===== config.mk =====
export PLATFORM = sky130hd
export DESIGN_NAME = mod_enc_roundctrl
export DESIGN_NICKNAME = d
export VERILOG_FILES = /design/src/rtl/mod_enc_roundctrl.sv
export SDC_FILE = /design/constraint.sdc
export NUM_CORES = 1
export LEC_CHECK = 0
export CAP_MARGIN = 0
export CORE_MARGIN = 4
export CORE_UTILIZATION = 49
export CTS_CLUSTER_DIAMETER = 30
export DETAILED_ROUTE_END_ITERATION = 7
export PLACE_DENSITY = 0.89
export SETUP_SLACK_MARGIN = 0.5
export SKIP_LAST_GASP = 1
export SLEW_MARGIN = 20
export SYNTH_ARGS = -nofsm -noshare
export SYNTH_HDL_FRONTEND = slang
export SYNTH_SLANG_ARGS = --single-unit
export TNS_END_PERCENT = 50

===== constraint.sdc =====
create_clock -name clk -period 2.1 [get_ports clk]
set_input_delay 0.21 -clock clk [delete_from_list [all_inputs] [get_ports clk]]
set_output_delay 0.21 -clock clk [all_outputs]
set_load 0.05 [all_outputs]

===== src/rtl/mod_enc_roundctrl.sv =====
// AES-256 encryption round sequencer: walks key fetch, addRoundKey, subBytes, shiftRows, mixColumns.
// Optional watchdog on every wait state is enabled by defining ENC_ROUNDCTRL_TIMEOUT_EN.
module mod_enc_roundctrl #(
    parameter int NR = 14
) (
    input  logic       clk,
    input  logic       resetn,
    input  logic       start,
    output logic       busy,
    output logic       done,
    output logic [3:0] round,
    output logic       key_rd,
    output logic [3:0] key_addr,
    input  logic       key_valid,
    output logic       ark_start,
    output logic       sb_start,
    output logic       sr_start,
    output logic       mc_start,
    input  logic       ark_ok,
    input  logic       sb_ok,
    input  logic       sr_ok,
    input  logic       mc_ok,
    output logic [1:0] ark_sel,
    output logic       err
);

    localparam logic [3:0] LAST = 4'(NR);

    typedef enum logic [3:0] {
        S_IDLE, S_FETCH, S_WKEY, S_ARK, S_WARK, S_SB,
        S_WSB, S_SR, S_WSR, S_MC, S_WMC, S_DONE
    } state_t;

    state_t state;
    logic   wait_st;
    logic   hs;
    logic   timeout;

    function automatic logic [1:0] sel_for(input logic [3:0] r);
        if (r == 4'd0)
            return 2'b00;
        else if (r == LAST)
            return 2'b10;
        else
            return 2'b01;
    endfunction

    // Only the handshake belonging to the current wait state is visible.
    always_comb begin
        wait_st = 1'b0;
        hs      = 1'b0;
        case (state)
            S_WKEY: begin wait_st = 1'b1; hs = key_valid; end
            S_WARK: begin wait_st = 1'b1; hs = ark_ok;    end
            S_WSB:  begin wait_st = 1'b1; hs = sb_ok;     end
            S_WSR:  begin wait_st = 1'b1; hs = sr_ok;     end
            S_WMC:  begin wait_st = 1'b1; hs = mc_ok;     end
            default: ;
        endcase
    end

`ifdef ENC_ROUNDCTRL_TIMEOUT_EN
    logic [15:0] wdog;

    // Non-wait states last one cycle, so clearing outside wait states covers every state change.
    always_ff @(posedge clk) begin
        if (resetn || !wait_st)
            wdog <= 16'd0;
        else
            wdog <= wdog + 16'd1;
    end

    assign timeout = (wdog == 16'hFFFF);

    always_ff @(posedge clk) begin
        if (resetn)
            err <= 1'b0;
        else if (wait_st && !hs && timeout)
            err <= 1'b1;
    end
`else
    assign timeout = 1'b0;
    assign err     = 1'b0;
`endif

    always_ff @(posedge clk) begin
        if (resetn) begin
            state     <= S_IDLE;
            busy      <= 1'b0;
            done      <= 1'b0;
            round     <= 4'd0;
            key_rd    <= 1'b0;
            key_addr  <= 4'd0;
            ark_start <= 1'b0;
            sb_start  <= 1'b0;
            sr_start  <= 1'b0;
            mc_start  <= 1'b0;
            ark_sel   <= 2'b00;
        end else begin
            key_rd    <= 1'b0;
            ark_start <= 1'b0;
            sb_start  <= 1'b0;
            sr_start  <= 1'b0;
            mc_start  <= 1'b0;
            done      <= 1'b0;
            if (wait_st && !hs && timeout) begin
                state <= S_IDLE;
                busy  <= 1'b0;
            end else begin
                case (state)
                    S_IDLE: if (start) begin
                        state    <= S_FETCH;
                        busy     <= 1'b1;
                        round    <= 4'd0;
                        key_rd   <= 1'b1;
                        key_addr <= 4'd0;
                    end
                    S_FETCH: state <= S_WKEY;
                    S_WKEY: if (hs) begin
                        state     <= S_ARK;
                        ark_start <= 1'b1;
                        ark_sel   <= sel_for(round);
                    end
                    S_ARK: state <= S_WARK;
                    S_WARK: if (hs) begin
                        if (round == LAST) begin
                            state <= S_DONE;
                            done  <= 1'b1;
                        end else begin
                            round    <= round + 4'd1;
                            state    <= S_SB;
                            sb_start <= 1'b1;
                        end
                    end
                    S_SB: state <= S_WSB;
                    S_WSB: if (hs) begin
                        state    <= S_SR;
                        sr_start <= 1'b1;
                    end
                    S_SR: state <= S_WSR;
                    // The final round has no mixColumns step.
                    S_WSR: if (hs) begin
                        if (round == LAST) begin
                            state    <= S_FETCH;
                            key_rd   <= 1'b1;
                            key_addr <= round;
                        end else begin
                            state    <= S_MC;
                            mc_start <= 1'b1;
                        end
                    end
                    S_MC: state <= S_WMC;
                    S_WMC: if (hs) begin
                        state    <= S_FETCH;
                        key_rd   <= 1'b1;
                        key_addr <= round;
                    end
                    S_DONE: begin
                        state <= S_IDLE;
                        busy  <= 1'b0;
                    end
                    default: state <= S_IDLE;
                endcase
            end
        end
    end

endmodule


==> results.txt, run 1 <==
Largest family of logic cells by synthesized area -> simple AND/OR/NAND/NOR gates
Number of max-cap violations -> 0
Critical Path Stages -> 1
Multiplexer share of the synthesized area -> 7.60%
Leak -> 0.721 nW
Vert. Die Dim -> 57.2 microns
Simple-gate share of the synthesized area -> 29.1%
Clock Skews -> 0.0176 ns
Rows -> 17
Antenna Violating Nets Remaining -> 0
Critical R2R Capture -> ark_sel[0]$_SDFFE_PP0P_
Final WS setup -> 0.460 ns
Vias in the first global route -> 1024
CP Capture Type -> primary output
Iter 0 DRT Violations -> 59
Io pins -> 26
RSZ-0062 raised after global routing -> true
Initial antenna violation count -> 0
Cell area power density -> 823 nW/um^2
Area of the die -> 3270 sq um
Reg2Reg Setup Slack -> 0.47 ns
Area growth syn-to-layout -> 33.9%
Die width -> 57.2 microns
Routed length per instance -> 15.5 microns
Total Routed Length -> 3020 microns
CTS Buffer Depth -> 2
Yosys warnings -> 0
Total CTS buffers -> 3
CTS Hold Buffers Added -> 0
Setup WS pre-CTS -> 0.350 ns
Relative max-transition margin -> 65.3%
Final GP Congestion -> 0.917
CP peak stage delay -> 0.79 ns
Port Buffers -> 24
Worst-path fanout max -> 1
Count of cell types in the netlist -> 43
Drc violations -> 0
H-tree depth -> 1
DP Wirelength -> 2150 microns
Crit-path slowest cell -> clkdlybuf4s50_1
Syn_nets -> 152
R2r startpoint -> state[3]$_SDFFE_PP0P_
XOR/XNOR Fraction of Synth Area -> 0%
Setup_tns -> 0 ns
CTS tree -> built
Worst reg-to-reg path cell count -> 4
Post-synthesis register bit count -> 21
CTS sink count -> 21
Worst Setup Start Kind -> flip-flop
Ys flop type -> dfxtp_1
Final Critical Period -> 1.64 ns
Fmax -> 610 MHz
Via density -> 5.97
Layout cells sized above 1 -> 21.6%
Post-synthesis sequential area ratio -> 35.5%
Min-delay worst type -> flip-flop to flip-flop
Final setup vio count -> 0
First-pass GRT wire length -> 4830 microns
Family with the most delay on the worst path -> buffers and inverters
Nets -> 179
Most common cell after layout, fill and taps aside -> dfxtp_1
Reg clk slew, reported paths -> 0.13 ns
Clk_lat worst skew -> 0.31 ns
Synth Area in Compound Gates -> 18.0%
Vias -> 1165
Starting density of the core -> 52.6%
Worst setup path class -> flip-flop to primary output
Clk Tree Root Cell -> clkbuf_4
Global Route Usage Sum -> 18.3%
Syn_area_per_cell -> 8.40 sq um
Syn Inst Count -> 141
Synthesized area -> 1180 sq um
Fraction of registers with async set/reset -> 0%
Worst-margin pin slew -> 0.518 ns
Grt total ovfl -> 0
Critical path buffer and inverter count -> 1
Worst setup path startpoint -> key_rd$_SDFF_PP0_
Period utilisation layout -> 78.1%
Core area -> 2250 sq um
Largest net degree at the start of global routing -> 15
Status -> completed
TritonRoute pass-1 iters -> 4
Critical Path RT -> 1.89 ns
CP endpoint -> key_rd
Hold Vio Cnt, Final -> 0
CP Data Arrival Time -> 1.43 ns
EDFF count, synth -> 0
Max Slew Vio Count -> 0
Most frequent cells in the layout -> dfxtp_1 (14), nor2_1 (13), clkdlybuf4s50_1 (11), buf_4 (10), dlygate4sd2_1 (9)
Area share of fa/ha/maj cells after synthesis -> 3.17%
Antenna cells -> 0
CP cell instances -> clkdlybuf4s50_1
Final Hold Slack -> 0.457 ns
Peak supply drop -> 0.532 mV
[through the flow]
| stage | utilization, % | cells | total power [mW] | instance area, sq um |
|---|---|---|---|---|
| 6_report | 70.4 | 195 | 1.31 | 1590 |
| 5_1_grt | 70.4 | 195 | 1.38 | 1590 |
| 4_1_cts | 67.8 | 194 | 1.26 | 1530 |
| 3_5_place_dp | 64.9 | 188 | 1.02 | 1460 |
| 3_3_place_gp | 64.9 | 188 | 1.01 | 1460 |
| 2_1_floorplan | - | 141 | 0.877 | 1190 |
[report_power, final]
group	internal [mW]	switching, mW	total (mW)
logic	0.263	0.341	0.604
registers	0.437	0.0630	0.500
clock network	0.0710	0.130	0.201
total	0.772	0.534	1.31
[cells in the mapped netlist (all sizes together), types with 3 or more instances]
library cell	number	share of area (%)
buf	5	2.2
inv	6	1.9
o21ai	5	2.4
o31ai	3	1.9
or4	5	3.5
o32ai	4	3.0
nand3	8	3.4
a21oi	5	2.1
mux2i	9	7.6
nor2	15	5.0
ha	3	3.2
nand2b	8	4.4
dfxtp	21	35
and3	4	2.1
a31oi	4	2.1
nand3b	3	1.9
clkbuf	7	2.2
[what timing repair did]
action | CTS | global route
pin swaps | 2 | 0
resized for setup | 18 | 15
setup endpoints to repair | 29 | 23
buffers inserted | 2 | 1
[worst reg2reg max path: stages, from the launching register on]
cell and delay, ns:
dfxtp_4 0.42, nor2_2 0.39, nand3_1 0.28, a211o_1 0.33
a21oi_1 0.13
[layer usage]
layer | vias to the layer above | track usage (%) | share of wire [%]
li1 | 563 | - | -
met4 | 0 | 8.61 | 2.4
met2 | 68 | 30.0 | 48
met1 | 528 | 24.1 | 42
met3 | 6 | 2.04 | 7.0
met5 | - | 0 | 0
[area by class of cell]
class,count,area [sq um]
multi-input combinational,102,751
clock buffer,3,22.5
timing repair buffer,34,314
clock inverter,1,5.00
inverter,6,22.5
sequential,21,437
tap,28,35.0
fill,173,668
[sequential cells by signal (all words and copies together) (netlist names)]
name       count
sb_start       1
ark_sel        2
state          4
key_addr       4
ark_start      1
mc_start       1
round          4
done           1
key_rd         1
busy           1
sr_start       1
[kinds of logic after synthesis]
kind of cell,count (synthesis)
buf+inv,18
other cells,1
fa+ha+maj,3
simple gates,59
flops,21
mux,9
compound gates,30
[worst min path at each step]
stage / from / to / slack (ns) / cells past startpoint
after detailed placement: ark_sel[0]$_SDFFE_PP0P_ / ark_sel[0]$_SDFFE_PP0P_ / 0.45 / 2
final: ark_sel[0]$_SDFFE_PP0P_ / ark_sel[0]$_SDFFE_PP0P_ / 0.46 / 2
after CTS: ark_sel[0]$_SDFFE_PP0P_ / ark_sel[0]$_SDFFE_PP0P_ / 0.46 / 2
after floorplan: resetn / key_addr[0]$_SDFFE_PP0P_ / 0.39 / 2
after global routing: ark_sel[0]$_SDFFE_PP0P_ / ark_sel[0]$_SDFFE_PP0P_ / 0.48 / 2
after global placement: ark_sel[0]$_SDFFE_PP0P_ / ark_sel[0]$_SDFFE_PP0P_ / 0.44 / 2
Note: power is estimated with default switching activity, not from simulation.
==> inputs of run 2 (changes only) <==
CORE_ASPECT_RATIO = 2   (was not set)
CORE_UTILIZATION = 44   (was 49)
PLACE_DENSITY = 0.85   (was 0.89)
clock period = 1.4 ns   (was 2.1 ns; I/O delays follow)
==> results.txt, run 2 (synthesis gave the netlist of run 1 again) <==
Status -> complete, but fails checks
Failing checks -> negative setup slack
First-pass GRT wire length -> 6670 microns (+38%)
Number of max-cap violations -> 0 (unchanged)
DP Wirelength -> 2670 microns (+25%)
Combinational Power Share -> 59.9% (+14 points)
Period utilisation layout -> 114%
Grt total ovfl -> 0 (unchanged)
Met1 WL -> 1520 microns (+19%)
Crit-path slowest cell -> or4_4
Max Slew Vio Count -> 0 (unchanged)
Core area -> 2570 sq um (+14%)
Psw -> 1.10 mW (+110%)
Final Critical Period -> 1.59 ns
Global Route Usage Sum -> 24.3% (+5.9 points)
Clock group share of total power -> 14.5% (-0.9 points)
Final GP Congestion -> 0.882 (-3.8%)
Hold Crit Endpoint -> ark_sel[0]$_SDFFE_PP0P_
Post-DP Area -> 1700 sq um (+16%)
Largest net degree at the start of global routing -> 15 (unchanged)
Final Instance Area -> 2120 sq um (+33%)
Worst Setup Start Kind -> flip-flop
CP peak stage delay -> 0.47 ns (-0.32 ns)
Peak supply drop -> 0.815 mV (+53%)
Worst setup path class -> flip-flop to flip-flop
CP cell instances -> mux2i_4, o32ai_4, buf_6, or4_4, a21oi_2
Final design utilization -> 82.3% (+12 points)
Worst reg-to-reg path cell count -> 5 (+1)
Largest registers -> key_addr: 4 flops, round: 4 flops, state: 4 flops
Area of the die -> 3640 sq um (+11%)
CTS Buffer Depth -> 2 (unchanged)
Starting density of the core -> 46.1% (-6.4 points)
Cell area power density -> 1310 nW/um^2 (+59%)
Vias -> 1384 (+19%)
Reg2Reg Setup Slack -> -0.19 ns (-0.66 ns)
Most common cell after layout, fill and taps aside -> buf_4
Final setup vio count -> 17 (+17)
Vias in the first global route -> 1452 (+42%)
R2r startpoint -> state[1]$_SDFFE_PP0P_
Via density -> 6.12 (+2.5%)
Hold_sp -> ark_sel[0]$_SDFFE_PP0P_
Die width -> 44.7 microns (-22%)
Min-delay worst type -> flip-flop to flip-flop
Initial antenna violation count -> 0 (unchanged)
Nets -> 210 (+17%)
Area growth syn-to-layout -> 78.6%
Top sig layer -> met4
CTS tree -> built
CP Capture Type -> flip-flop
Final Non-Filler Cells -> 226 (+16%)
Clk Tree Root Cell -> clkbuf_8
Rows -> 26 (+9)
Port Buffers -> 24 (unchanged)
CTS sink count -> 21 (unchanged)
Routed length per instance -> 18.9 microns (+22%)
Layout cells sized above 1 -> 53.0% (+31 points)
Met2 routed WL -> 2400 microns (+65%)
Met3 routed WL -> 192 microns (-9.9%)
Leak -> 0.857 nW (+19%)
H-tree depth -> 1 (unchanged)
Total CTS buffers -> 3 (unchanged)
Critical R2R Capture -> state[3]$_SDFFE_PP0P_
Layout fillers -> 143 (-17%)
Critical Path RT -> 1.60 ns (-0.29 ns)
CTS Hold Buffers Added -> 0 (unchanged)
Vert. Die Dim -> 81.4 microns (+42%)
Most frequent cells in the layout -> buf_4 (38), buf_6 (15), dfxtp_1 (13), nor2_1 (9)
Final WS setup -> -0.195 ns (-0.654 ns)
Clk_lat worst skew -> 0.26 ns (-0.05 ns)
Antenna cells -> 0 (unchanged)
Sw frac -> 39.6% (-1.3 points)
Hold Vio Cnt, Final -> 0 (unchanged)
RSZ-0062 raised after global routing -> true
Antenna Violating Nets Remaining -> 0 (unchanged)
Total Routed Length -> 4260 microns (+41%)
Drc violations -> 0 (unchanged)
Post-placement cell count -> 210 (+12%)
Final Hold Slack -> 0.459 ns (+0.00203 ns)
Fmax -> 627 MHz
Reg clk slew, reported paths -> 0.08 ns (-0.05 ns)
CP Data Arrival Time -> 1.79 ns (+0.36 ns)
Clock Skews -> 0.00723 ns (-0.0104 ns)
Io pins -> 26 (unchanged)
Internal Power -> 1.68 mW (+120%)
Worst-path fanout max -> 5 (+4)
Seq pwr share -> 25.6% (-13 points)
TritonRoute pass-1 iters -> 4 (unchanged)
Hold Path Stages -> 2 (unchanged)
Iter 0 DRT Violations -> 47 (-20%)
[run 2: changes by cell type in the layout (fill, tap and decap cells not counted), sizes merged]
cell           delta
dlygate4sd2       -9
dlymetal6s2s      -4
buf              +48
clkbuf            +1
clkinv            -1
clkdlybuf4s50     -4
[run 2: worst max-delay path, delay by kind of cell (launching register included)]
kind / cells / cell delay, ns
AO/OA/AOI/OAI: 2 / 0.28
buffers and inverters: 1 / 0.15
flip-flops: 1 / 0.39
multiplexers: 1 / 0.25
AND/OR/NAND/NOR: 1 / 0.47
[run 2: what timing repair did]
| item | CTS | global route |
|---|---|---|
| endpoints found under the hold margin | 0 | 0 |
| pin swaps | 14 | 11 |
| gates resized for setup | 39 | 23 |
| setup buffers | 9 | 3 |
| setup endpoints to repair | 37 | 38 |
| cloned | 0 | 0 |
[run 2: area by class of cell]
class	instances	area (sq um)	area share [%]
clock buffers	4	45.0	2.13
inverters	6	25.0	1.18
multi-input cells	102	958	45.3
flip-flops and latches	21	443	20.9
well taps	28	35.0	1.66
repair buffers	65	609	28.8
[run 2: worst max path at each step]
stage | start | end | slack, ns | cells past startpoint
2_1_floorplan | state[1]$_SDFFE_PP0P_ | state[3]$_SDFFE_PP0P_ | -0.11 | 6
3_3_place_gp | sr_ok | round[1]$_SDFFE_PP0P_ | -0.38 | 5
3_5_place_dp | sr_ok | round[1]$_SDFFE_PP0P_ | -0.47 | 5
4_1_cts | state[2]$_SDFFE_PP0P_ | key_addr[0]$_SDFFE_PP0P_ | -0.19 | 5
5_1_grt | state[1]$_SDFFE_PP0P_ | state[3]$_SDFFE_PP0P_ | -0.22 | 5
6_report | state[1]$_SDFFE_PP0P_ | state[3]$_SDFFE_PP0P_ | -0.19 | 5
[run 2: power groups by stage]
stage / clock, mW / combinational [mW] / sequential, mW
3_3_place_gp: 0 / 1.03 / 0.701
3_5_place_dp: 0 / 1.07 / 0.705
5_1_grt: 0.430 / 1.75 / 0.715
2_1_floorplan: 0 / 0.630 / 0.739
6_report: 0.403 / 1.66 / 0.710
4_1_cts: 0.399 / 1.44 / 0.694
[run 2: per-stage QoR]
| step | worst slack (ns) | setup TNS, ns | total power, mW |
|---|---|---|---|
| after floorplan | -0.106 | -0.593 | 1.37 |
| after global placement | -0.384 | -5.40 | 1.74 |
| after detailed placement | -0.469 | -6.41 | 1.77 |
| after CTS | -0.191 | -1.66 | 2.53 |
| after global routing | -0.223 | -2.97 | 2.90 |
| final | -0.195 | -1.84 | 2.78 |
[run 2: routing by layer]
metal  track usage (%)  vias to the layer above
li1                  -                      627
met1              25.6                      685
met2              43.4                       53
met3              3.77                       19
met4              13.6                        0
met5                 0                        -
